===== src/rtl/viterbi_pkg.sv =====
// Shared constants and types for the Viterbi traceback block and its argmax helper.
package viterbi_pkg;

  localparam int I     = 3;
  localparam int W     = 20;
  localparam int T_MAX = 16;
  localparam int SW    = $clog2(I);
  localparam int LW    = $clog2(T_MAX + 1);
  localparam int AW    = $clog2(T_MAX);

  typedef enum logic [1:0] {
    COLLECT,
    ARGMAX,
    TRACE
  } tb_state_e;

  typedef logic signed [W-1:0] delta_t;

  // Backpointers that name a non-existent state fall back to state 0.
  function automatic logic [SW-1:0] clampState(input logic [SW-1:0] s);
    return (int'(s) >= I) ? '0 : s;
  endfunction

endpackage


===== src/rtl/viterbi_argmax.sv =====
// Combinational I-way signed argmax; ties resolve to the lowest index.
module viterbi_argmax
  import viterbi_pkg::*;
(
  input  logic [W*I-1:0] delta_flat_i,
  output logic [SW-1:0]  best_idx_o,
  output delta_t         best_val_o
);

  delta_t         bestVal;
  logic [SW-1:0]  bestIdx;

  // Strict greater-than keeps the earliest maximum.
  always_comb begin
    bestVal = $signed(delta_flat_i[0 +: W]);
    bestIdx = '0;
    for (int j = 1; j < I; j++) begin
      if ($signed(delta_flat_i[j*W +: W]) > bestVal) begin
        bestVal = $signed(delta_flat_i[j*W +: W]);
        bestIdx = SW'(j);
      end
    end
  end

  assign best_idx_o = bestIdx;
  assign best_val_o = bestVal;

endmodule


===== src/rtl/viterbi_traceback.sv =====
// Viterbi backpointer buffer and traceback streamer.
// Optional `VITERBI_TB_SCORE_EN adds out_score, the best terminal delta.
module viterbi_traceback
  import viterbi_pkg::*;
(
  input  logic              clk,
  input  logic              rst_n,
  input  logic              in_valid,
  output logic              in_ready,
  input  logic [I*SW-1:0]   in_psi_flat,
  input  logic [W*I-1:0]    in_delta_flat,
  input  logic              in_last,
  output logic              out_valid,
  input  logic              out_ready,
  output logic [SW-1:0]     out_state,
  output logic              out_last,
  output logic              busy,
  output logic              err_overflow
`ifdef VITERBI_TB_SCORE_EN
  ,
  output delta_t            out_score
`endif
);

  tb_state_e          state_q, state_d;
  logic [LW-1:0]      wrPtr_q, wrPtr_d;
  logic [LW-1:0]      len_q, len_d;
  logic [LW-1:0]      rdPtr_q, rdPtr_d;
  logic [SW-1:0]      curState_q, curState_d;
  logic [W*I-1:0]     delta_q, delta_d;
  logic               err_q, err_d;
  logic               memWe;
  logic [I*SW-1:0]    mem_q [T_MAX];
  logic [I*SW-1:0]    psiRow;
  logic [SW-1:0]      nextState;
  logic [SW-1:0]      bestIdx;
  delta_t             bestVal;
`ifdef VITERBI_TB_SCORE_EN
  delta_t             score_q, score_d;
`endif

  viterbi_argmax uArgmax (
    .delta_flat_i (delta_q),
    .best_idx_o   (bestIdx),
    .best_val_o   (bestVal)
  );

  assign psiRow    = mem_q[rdPtr_q[AW-1:0]];
  assign nextState = clampState(psiRow[curState_q*SW +: SW]);

  always_ff @(posedge clk) begin
    if (memWe) begin
      mem_q[wrPtr_q[AW-1:0]] <= in_psi_flat;
    end
  end

  always_ff @(posedge clk) begin
    if (!rst_n) begin
      state_q    <= COLLECT;
      wrPtr_q    <= '0;
      len_q      <= '0;
      rdPtr_q    <= '0;
      curState_q <= '0;
      delta_q    <= '0;
      err_q      <= 1'b0;
`ifdef VITERBI_TB_SCORE_EN
      score_q    <= '0;
`endif
    end else begin
      state_q    <= state_d;
      wrPtr_q    <= wrPtr_d;
      len_q      <= len_d;
      rdPtr_q    <= rdPtr_d;
      curState_q <= curState_d;
      delta_q    <= delta_d;
      err_q      <= err_d;
`ifdef VITERBI_TB_SCORE_EN
      score_q    <= score_d;
`endif
    end
  end

  always_comb begin
    state_d    = state_q;
    wrPtr_d    = wrPtr_q;
    len_d      = len_q;
    rdPtr_d    = rdPtr_q;
    curState_d = curState_q;
    delta_d    = delta_q;
    err_d      = err_q;
`ifdef VITERBI_TB_SCORE_EN
    score_d    = score_q;
`endif
    memWe      = 1'b0;
    in_ready   = 1'b0;
    out_valid  = 1'b0;
    out_state  = '0;
    out_last   = 1'b0;
    busy       = 1'b0;

    case (state_q)
      COLLECT: begin
        in_ready = 1'b1;
        if (in_valid) begin
          memWe   = 1'b1;
          wrPtr_d = wrPtr_q + LW'(1);
          if (wrPtr_q == '0) begin
            err_d = 1'b0;
          end
          // A full buffer ends the sequence as if in_last had arrived.
          if (in_last || (wrPtr_q == LW'(T_MAX - 1))) begin
            delta_d = in_delta_flat;
            len_d   = wrPtr_q + LW'(1);
            state_d = ARGMAX;
            if (!in_last) begin
              err_d = 1'b1;
            end
          end
        end
      end

      ARGMAX: begin
        busy       = 1'b1;
        curState_d = bestIdx;
        rdPtr_d    = len_q - LW'(1);
`ifdef VITERBI_TB_SCORE_EN
        score_d    = bestVal;
`endif
        state_d    = TRACE;
      end

      TRACE: begin
        busy      = 1'b1;
        out_valid = 1'b1;
        out_state = curState_q;
        out_last  = (rdPtr_q == '0);
        if (out_ready) begin
          if (rdPtr_q == '0) begin
            state_d = COLLECT;
            wrPtr_d = '0;
          end else begin
            curState_d = nextState;
            rdPtr_d    = rdPtr_q - LW'(1);
          end
        end
      end

      default: begin
        state_d = COLLECT;
      end
    endcase
  end

  assign err_overflow = err_q;
`ifdef VITERBI_TB_SCORE_EN
  assign out_score = score_q;
`else
  logic unusedBestVal;
  assign unusedBestVal = ^bestVal;
`endif

endmodule


===== config.mk =====
export PLATFORM = sky130hd
export DESIGN_NAME = viterbi_traceback
export DESIGN_NICKNAME = d
export VERILOG_FILES = /design/src/rtl/viterbi_pkg.sv /design/src/rtl/viterbi_argmax.sv /design/src/rtl/viterbi_traceback.sv
export SDC_FILE = /design/constraint.sdc
export NUM_CORES = 1
export LEC_CHECK = 0
export CORE_MARGIN = 2
export CORE_UTILIZATION = 57
export CTS_CLUSTER_DIAMETER = 100
export DETAILED_ROUTE_END_ITERATION = 8
export PLACE_DENSITY = 0.87
export SKIP_LAST_GASP = 1
export SYNTH_ARGS = -nofsm -noshare
export SYNTH_HDL_FRONTEND = slang
export SYNTH_SLANG_ARGS = --single-unit

===== constraint.sdc =====
create_clock -name clk -period 5.3 [get_ports clk]
set_input_delay 0.795 -clock clk [delete_from_list [all_inputs] [get_ports clk]]
set_output_delay 0.795 -clock clk [all_outputs]
set_load 0.02 [all_outputs]

## After elaboration in Yosys (flattened, before gate mapping)

Memory sizes are Yosys's and may differ from the RTL's. A register that Yosys moved wholly into a read port is not among the register bits.
Index checks and enable logic that the tools add are counted.

| storage, ports and cells | value |
|---|---|
| register bits | 80 |
| memory bits (writable) | 96 |
| input port bits | 71 |
| output and inout port bits | 7 |
| memories | 1 |

Memory list:

| name | words | bits a word | rd ports | clocked after Yosys merged registers in | wr ports | line | source |
|---|---|---|---|---|---|---|---|
| mem_q | 16 | 6 | 1 | 1 | 1 | viterbi_traceback.sv:33 | `logic [I*SW-1:0] mem_q [T_MAX];` |

| cells by class | value |
|---|---|
| add/subtract/negate cells | 3 |
| magnitude comparators | 3 |
| eq/ne operators | 8 |
| shift-type cells | 1 |
| mux-type cells | 33 |
| reductions and logical operators | 12 |

Operator list:

| kind | number |
|---|---|
| 20-bit > comparator | 2 |
| 5-bit 2-to-1 mux | 5 |
| 20-bit 2-to-1 mux | 1 |
| 5-bit case mux with 2 select lines | 2 |
| 2-bit 2-to-1 mux | 9 |
| 1-bit 2-to-1 mux | 12 |
| 5-bit logical NOT | 2 |
| 2-bit != test (second input constant) | 5 |
| 5-bit by 1-bit subtractor with 5-bit output (second input constant) | 2 |
| 4-bit 2-to-1 mux | 2 |
| 4-bit AND reduction | 2 |
| 2-bit case mux with 3 select lines | 1 |
| 3-bit AND reduction | 2 |
| 6-bit by 4-bit indexed part select with 2-bit output | 1 |
| 5-bit by 1-bit adder with 5-bit output (second input constant) | 1 |
| 5-bit by 4-bit == test with 1-bit output (second input constant) | 1 |
| 2-bit case mux with 2 select lines | 1 |
| 2-bit nonzero test | 2 |
| 2-bit by 1-bit == test with 1-bit output (second input constant) | 1 |
| 2-bit == test (second input constant) | 1 |
| 2-bit >= comparator (second input constant) | 1 |
| 2-bit logical NOT | 1 |
| 2-bit AND reduction | 1 |
| 2-bit OR reduction | 1 |
| 1-bit logical OR | 1 |

## Logic depth before layout (Yosys ltp)

Gate-level depths: netlist (run 1).

| depth | value |
|---|---|
| word-level depth | 6 |
| mapped depth | 18 |
| mapped depth without buffers | 17 |

## Hierarchy

A second synthesis (run 1) with hierarchy kept.

| second synthesis, totals | value |
|---|---|
| cell total of the unflattened synthesis | 780 |
| area, all modules | 8602.0 µm² |

Modules (own cells, without submodules):

| module | instances | cells an instance | area each (µm²) | seq. area each (µm²) |
|---|---|---|---|---|
| viterbi_traceback | 1 | 591 | 7133.1 | 4564.4 |
| viterbi_argmax | 1 | 189 | 1468.9 | 0.0 |

## Least setup slack after synthesis (run 1)

OpenSTA, ideal clock, no wires.

| timing | value |
|---|---|
| kind | register -> register |
| start | reg delta_q[7] |
| end | reg curState_q[1] |
| data arrival time | 3.773 ns |
| required time | 5.178 ns |
| setup slack | 1.405 ns |
| stages on the path, launching flop included | 19 |
| cells stage by stage | dfxtp_1 inv_1 ha_1 a21oi_1 o21ai_0 a221o_1 a2111oi_2 xnor2_1 nor2_1 buf_4 mux2i_1 ha_1 a211o_1 o211ai_1 a21oi_1 o32ai_1 mux2i_1 a31oi_1 o311a_1 |

| on the way | value |
|---|---|
| word-level cells in the longest chain between the ends | 5 |

RTL lines:

| item | line | source |
|---|---|---|
| start, declared | viterbi_traceback.sv:30 | `logic [W*I-1:0] delta_q, delta_d;` |
| start signal, assigned | viterbi_traceback.sv:75 | `delta_q <= delta_d;` |
| 20-bit > comparator | viterbi_argmax.sv:18 | `if ($signed(delta_flat_i[j*W +: W]) > bestVal) begin` |
| 20-bit 2-to-1 mux (*) | viterbi_argmax.sv:18 |  |
| 20-bit > comparator (*) | viterbi_argmax.sv:18 |  |
| 2-bit 2-to-1 mux (*) | viterbi_argmax.sv:18 |  |
| 2-bit case mux with 2 select lines (*) | viterbi_traceback.sv:101 | `case (state_q)` |
| end signal, assigned | viterbi_traceback.sv:74 | `curState_q <= curState_d;` |
| end, declared | viterbi_traceback.sv:29 | `logic [SW-1:0] curState_q, curState_d;` |

Mark *: on every way between the ends. The rest lies on a longest branch, timed or not.
A chain may end at the register's enable or synchronous reset.

## Worst setup path after layout (run 1)

| timing | value |
|---|---|
| start | reg delta_q[5] |
| end | reg curState_q[1] |

The elaborated chain is that of the path after synthesis.

==> impl_metrics.ini, run 1 <==
[routing]
drtPass1Iterations = 8
met2WireLength_mm = 9.498
num_vias = 5951
via_per_inst = 6.029
antenna_left = 0
routed_wl_mm = 19.24
wl_met1_mm = 7.795
route.met3.wl_mm = 1.352
drt_iter0_markers = 555
drc_errors = 0
wl_per_cell_um = 19.49
top_layer = met4

[logic_synthesis]
yosys.area_share.simple = 0.1320
synth_top_family_by_area = simple AND/OR/NAND/NOR gates
synth_top_area_frac = 0.3493
synth_area_um2 = 8253
ys_ff_latch = 180
synthCells = 731
synth_area_leader_cell = edfxtp_1
synthXorXnorAreaFrac = 0.006367
yosysWarnings = 0
async_flop_share = 0
synth_compound_area_frac = 0.09400
avgSynthCellArea_um2 = 11.29
synthFlopType = edfxtp_1
synthAdderAreaFrac = 0.07429
yosysUniqueCellTypes = 54
ys_seq_area_frac = 0.5531
synth_mux_area_frac = 0.1060
synth_edf_count = 96
ys_top_cells_by_area = edfxtp_1 35%, dfxtp_1 20%, ha_1 7.4%, mux4_2 6.8%, nand2_1 6.5%
syn_nets = 851

[clock_tree]
cts_tree = yes
cts-root-buf = clkbuf_16
numCtsBuffers = 17
cts_htree_levels = 4
cts_setup_buffers = 0
clock-sinks = 180
path_clk_slew_ns = 0.07
cts_hold_buf = 0
cts_buffer_depth = 2
insertion_delay_ns = 0.44
cts_resized = 0

[setup_path]
start_kind = register
cp_cell_sequence = inv_1 > ha_1 > a21oi_1 > o21ai_0 > a221o_1 > a2111oi_2 > xnor2_1 > nor2_2 > buf_4 > mux2i_1 > ha_1 > a21oi_1 > o21ai_0 > a211o_1 > o32ai_1 > mux2i_1 > a31oi_1 > o311a_1
critPathMaxFanout = 8
crit_family = compound AO/OA/AOI/OAI gates
crit_slowest_cell = a2111oi_2
critPathLaunch = delta_q[5]
r2r-start = delta_q[5]
required_ns = 5.62
slowest_delay_ns = 0.40
critPathKind = reg2reg
endpoint_kind = register
cp_num_buf_inv = 2
critical_path_arrival_ns = 4.84

[timing]
timing.hold.ws_ns = 0.4656
setup_tns_ns = 0
layout_min_cycle_time_ns = 4.511
rsz0062_at_grt = false
maxSlewHeadroom = 0.1769
fin_ws_ns = 0.7894
worstMarginPinSlew_ns = 1.235
fin_worst_skew_ns = 0.007183
period_share = 0.8511
fmax_mhz = 221.7
finalHoldViolations = 0
final-setup-viol-count = 0
slew_violations = 0

[placed_design]
place.gp.congestion = 0.8725
place_ws_ns = 0.9745
dp.cells = 955
dpl.hpwl_mm = 13.06
placed_cell_area_um2 = 9130
port_buffers = 77

[finish]
n_antenna_cell = 0
finalInstanceArea_um2 = 9718
nets = 914
stdcell_count = 987
multi_input_area_um2 = 3416
mostFrequentLayoutCells = 142 x nand2_1, 96 x edfxtp_1, 86 x a21oi_1
regArea_um2 = 4564
nFillCells = 961
fin_util = 0.6947
layout_commonest_cell = nand2_1
syn2layout_area_growth_pct = 17.75
drive_gt1_frac = 0.08798

[worst_hold_path]
hold_start = len_q[1]
hold_class = reg2reg

[global_routing]
grt_pass1_wl_mm = 31.06
grt_max_degree = 76
overflow = 0
grt_pass1_vias = 6029
grt_usage = 0.2558
antenna_found_initial = 0

[power_and_ir_drop]
p_leak_nw = 3.445
vdd_drop_max_v = 0.0002568
total_power_mw = 3.530
powerDensity_nw_per_um2 = 363.3

[floorplan]
die_area_um2 = 15460
std_cell_rows = 43
io_pins = 78
core_area_um2 = 13990
initial_core_util = 0.5900
fp.dieH_um = 124.3
die_x_um = 124.3

[run]
maxCapViolCount = 0

[status]
outcome = finished, final reports clean
[layout make-up]
cell class,instances,share of cell area
clock buffer,17,0.04377
clock inverter,15,0.01674
inverter,31,0.01197
multi-input combinational,482,0.3515
sequential,180,0.4697
tap,180,0.02317
timing repair buffer,82,0.08317
[sequential cells by signal, summed over array words and instances (netlist names), named ones only]
name and flops:
mem_q 96, delta_q 60, len_q 5, rdPtr_q 5
wrPtr_q 5, curState_q 2, state_q 2, err_overflow 1
[tightest hold or removal path, cell delays in order, from the launching register on]
cell	delay, ns
dfxtp_1	0.31
nand2_1	0.05
a21oi_1	0.06
[path summary, 6_finish.rpt]
check	end	slack [ns]	depth (start not counted)
setup reg to reg	curState_q[1]	0.79	18
hold / removal	len_q[1]	0.47	2
setup / recovery	curState_q[1]	0.79	18
hold reg to reg	len_q[1]	0.47	2
[Yosys cell counts (all sizes together) (7+ instances only)]
cell and count:
a21oi 86, and2 19, buf 8, clkbuf 30, dfxtp 84, edfxtp 96
ha 49, inv 31, mux2i 30, mux4 25, nand2 142, nand3 13
nand4 8, nor2 32, o21ai 7
[cells by family (layout without fill, tap and decap cells)]
logic type | count (synthesis) | in the layout
AND/OR/NAND/NOR | 241 | 241
flip-flops | 180 | 180
AO/OA/AOI/OAI | 130 | 130
buffers and inverters | 69 | 145
multiplexers | 56 | 56
adder cells (fa/ha/maj) | 49 | 49
XOR/XNOR | 6 | 6
[report_power, final]
group	internal, mW	switching, mW	total (mW)	leakage [nW]
registers	1.52	0.0724	1.60	1.55
logic	0.319	0.367	0.686	1.61
clock network	0.668	0.579	1.25	0.281
[routing by layer]
layer / GRT usage / vias to the layer above
met5: 0 / -
met4: 0.1038 / 0
met3: 0.04940 / 55
met2: 0.4269 / 266
met1: 0.3303 / 2870
li1: - / 2760
(Power assumes the default switching activity.)
==> run 2: changes to the inputs <==
--- a/config.mk
+++ b/config.mk
@@ -11,4 +11,3 @@
 export DETAILED_ROUTE_END_ITERATION = 8
-export PLACE_DENSITY = 0.87
-export SKIP_LAST_GASP = 1
+export PLACE_DENSITY = 0.9
 export SYNTH_ARGS = -nofsm -noshare
--- a/constraint.sdc
+++ b/constraint.sdc
@@ -3,2 +3,2 @@
 set_output_delay 0.795 -clock clk [all_outputs]
-set_load 0.02 [all_outputs]
+set_load 0.1 [all_outputs]
==> run 2 against run 1 <==
Via count down 1.2%. Power grew 1.1%. Sequential power about the same. Maximum frequency is 1.5% higher.
==> impl_metrics.ini, run 2 (same netlist as run 1, synthesis figures left out) <==
[placed_design]
dp.cells = 957
placed_cell_area_um2 = 9145
dpl.hpwl_mm = 12.55
port_buffers = 77
place.gp.congestion = 0.8740

[worst_hold_path]
min_to = delta_q[40]
hold_start = delta_q[40]
hold_class = reg2reg
min_delay_path_depth = 2

[timing]
finalHoldViolations = 0
rsz0062_at_grt = false
fmax_mhz = 225.1
period_share = 0.8382
slew_violations = 0
worstMarginPinSlew_ns = 1.150
setup_tns_ns = 0
maxSlewHeadroom = 0.2332
fin_worst_skew_ns = 0.01248
final-setup-viol-count = 0
layout_min_cycle_time_ns = 4.442
timing.hold.ws_ns = 0.4670

[power_and_ir_drop]
vdd_drop_max_v = 0.0002381
p_leak_nw = 3.471
powerDensity_nw_per_um2 = 366.1

[clock_tree]
numCtsBuffers = 17
cts-root-buf = clkbuf_16
cts_tree = yes
clock-sinks = 180
cts_htree_levels = 4
path_clk_slew_ns = 0.07
cts_setup_buffers = 0
cts_buffer_depth = 2
insertion_delay_ns = 0.44
cts_resized = 0
cts_hold_buf = 0

[global_routing]
overflow = 0
grt_pass1_vias = 5829
grt_usage = 0.2461
antenna_found_initial = 1
grt_pass1_wl_mm = 29.61
grt_max_degree = 64

[setup_path]
start_kind = register
reg2reg_depth = 18
rr_endpoint = curState_q[1]
r2r-start = delta_q[7]
endpoint_kind = register
critPathKind = reg2reg
regToRegSetupSlack_ns = 0.86
cp_cell_sequence = inv_1 > ha_1 > a21oi_1 > o21ai_0 > a221o_1 > a2111oi_2 > xnor2_1 > nor2_2 > buf_4 > mux2i_1 > ha_1 > a21oi_1 > o21ai_0 > a211o_1 > o32ai_1 > mux2i_1 > a31oi_1 > o311a_1
required_ns = 5.62
crit_slowest_cell = a2111oi_2
slowest_delay_ns = 0.40
critical_path_arrival_ns = 4.76
critPathMaxFanout = 12

[finish]
largest_reg_flops = 96
syn2layout_area_growth_pct = 18.12
mostFrequentLayoutCells = 142 x nand2_1, 96 x edfxtp_1, 86 x a21oi_1
nFillCells = 916
drive_gt1_frac = 0.09023
nets = 916
layout_commonest_cell = nand2_1
multi_input_area_um2 = 3416
n_antenna_cell = 0
regArea_um2 = 4564
finalInstanceArea_um2 = 9748
stdcell_count = 989

[routing]
routed_wl_mm = 18.51
num_vias = 5877
via_per_inst = 5.942
drtPass1Iterations = 6
drt_iter0_markers = 487
drc_errors = 0
antenna_left = 0
wl_per_cell_um = 18.72

[floorplan]
io_pins = 78
die_x_um = 124.3
initial_core_util = 0.5900
core_area_um2 = 13990
die_area_um2 = 15460
std_cell_rows = 43
fp.dieH_um = 124.3

[run]
maxCapViolCount = 0

[status]
outcome = finished, final reports clean
run 2: cell types whose count changed in the layout (fill, tap and decap cells not counted):
cell        change
clkbuf_8        +1
clkinv_8        -1
inv_8           -1
inv_6           +1
bufinv_16       +1
buf_4           +2
clkinv_2        +1
clkinvlp_4      -2
run 2: cell type report:
| cell class | instances | share of cell area |
|---|---|---|
| clock buffer | 18 | 0.04505 |
| tap | 180 | 0.02310 |
| timing repair buffer | 84 | 0.08446 |
| inverter | 31 | 0.01194 |
| clock inverter | 14 | 0.01681 |
| multi-input combinational | 482 | 0.3504 |
| sequential | 180 | 0.4682 |
run 2: worst max path at each step:
stage / startpoint / endpoint / slack (ns) / cells past startpoint
3_5_place_dp: delta_q[7] / curState_q[1] / 0.98 / 18
4_1_cts: delta_q[7] / curState_q[1] / 0.91 / 18
2_1_floorplan: state_q[0] / out_last / 0.85 / 4
6_report: delta_q[7] / curState_q[1] / 0.86 / 18
5_1_grt: delta_q[7] / curState_q[1] / 0.55 / 18
3_3_place_gp: delta_q[7] / curState_q[1] / 1.11 / 18
run 2: through the flow:
stage / setup slack (ns) / total power [mW] / utilization
after floorplan: 0.8507 / 2.102 / -
after global placement: 1.114 / 2.283 / 0.6538
after detailed placement: 0.9824 / 2.306 / 0.6538
after CTS: 0.9143 / 3.570 / 0.6969
after global routing: 0.5529 / 3.692 / 0.6969
final: 0.8577 / 3.569 / 0.6969
run 2: per-layer routing:
| metal | track usage | wire length (um) | vias up |
|---|---|---|---|
| li1 | - | - | 2757 |
| met1 | 0.3259 | 7785 | 2821 |
| met2 | 0.3909 | 8926 | 246 |
| met3 | 0.06100 | 1290 | 53 |
| met4 | 0.1005 | 512 | 0 |
| met5 | 0 | 0 | - |
run 2: worst max-delay path: cells and delay by family, from the launching register on:
family,cells,cell delay [ns]
AO/OA/AOI/OAI,10,2.35
XOR/XNOR,1,0.15
adder cells (fa/ha/maj),2,0.58
buffers and inverters,2,0.31
flip-flops,1,0.35
multiplexers,2,0.47
AND/OR/NAND/NOR,1,0.11
run 2: power by group:
group | internal (mW) | switching (mW)
clock | 0.722 | 0.549
sequential | 1.52 | 0.0712
combinational | 0.318 | 0.384
total | 2.57 | 1.00
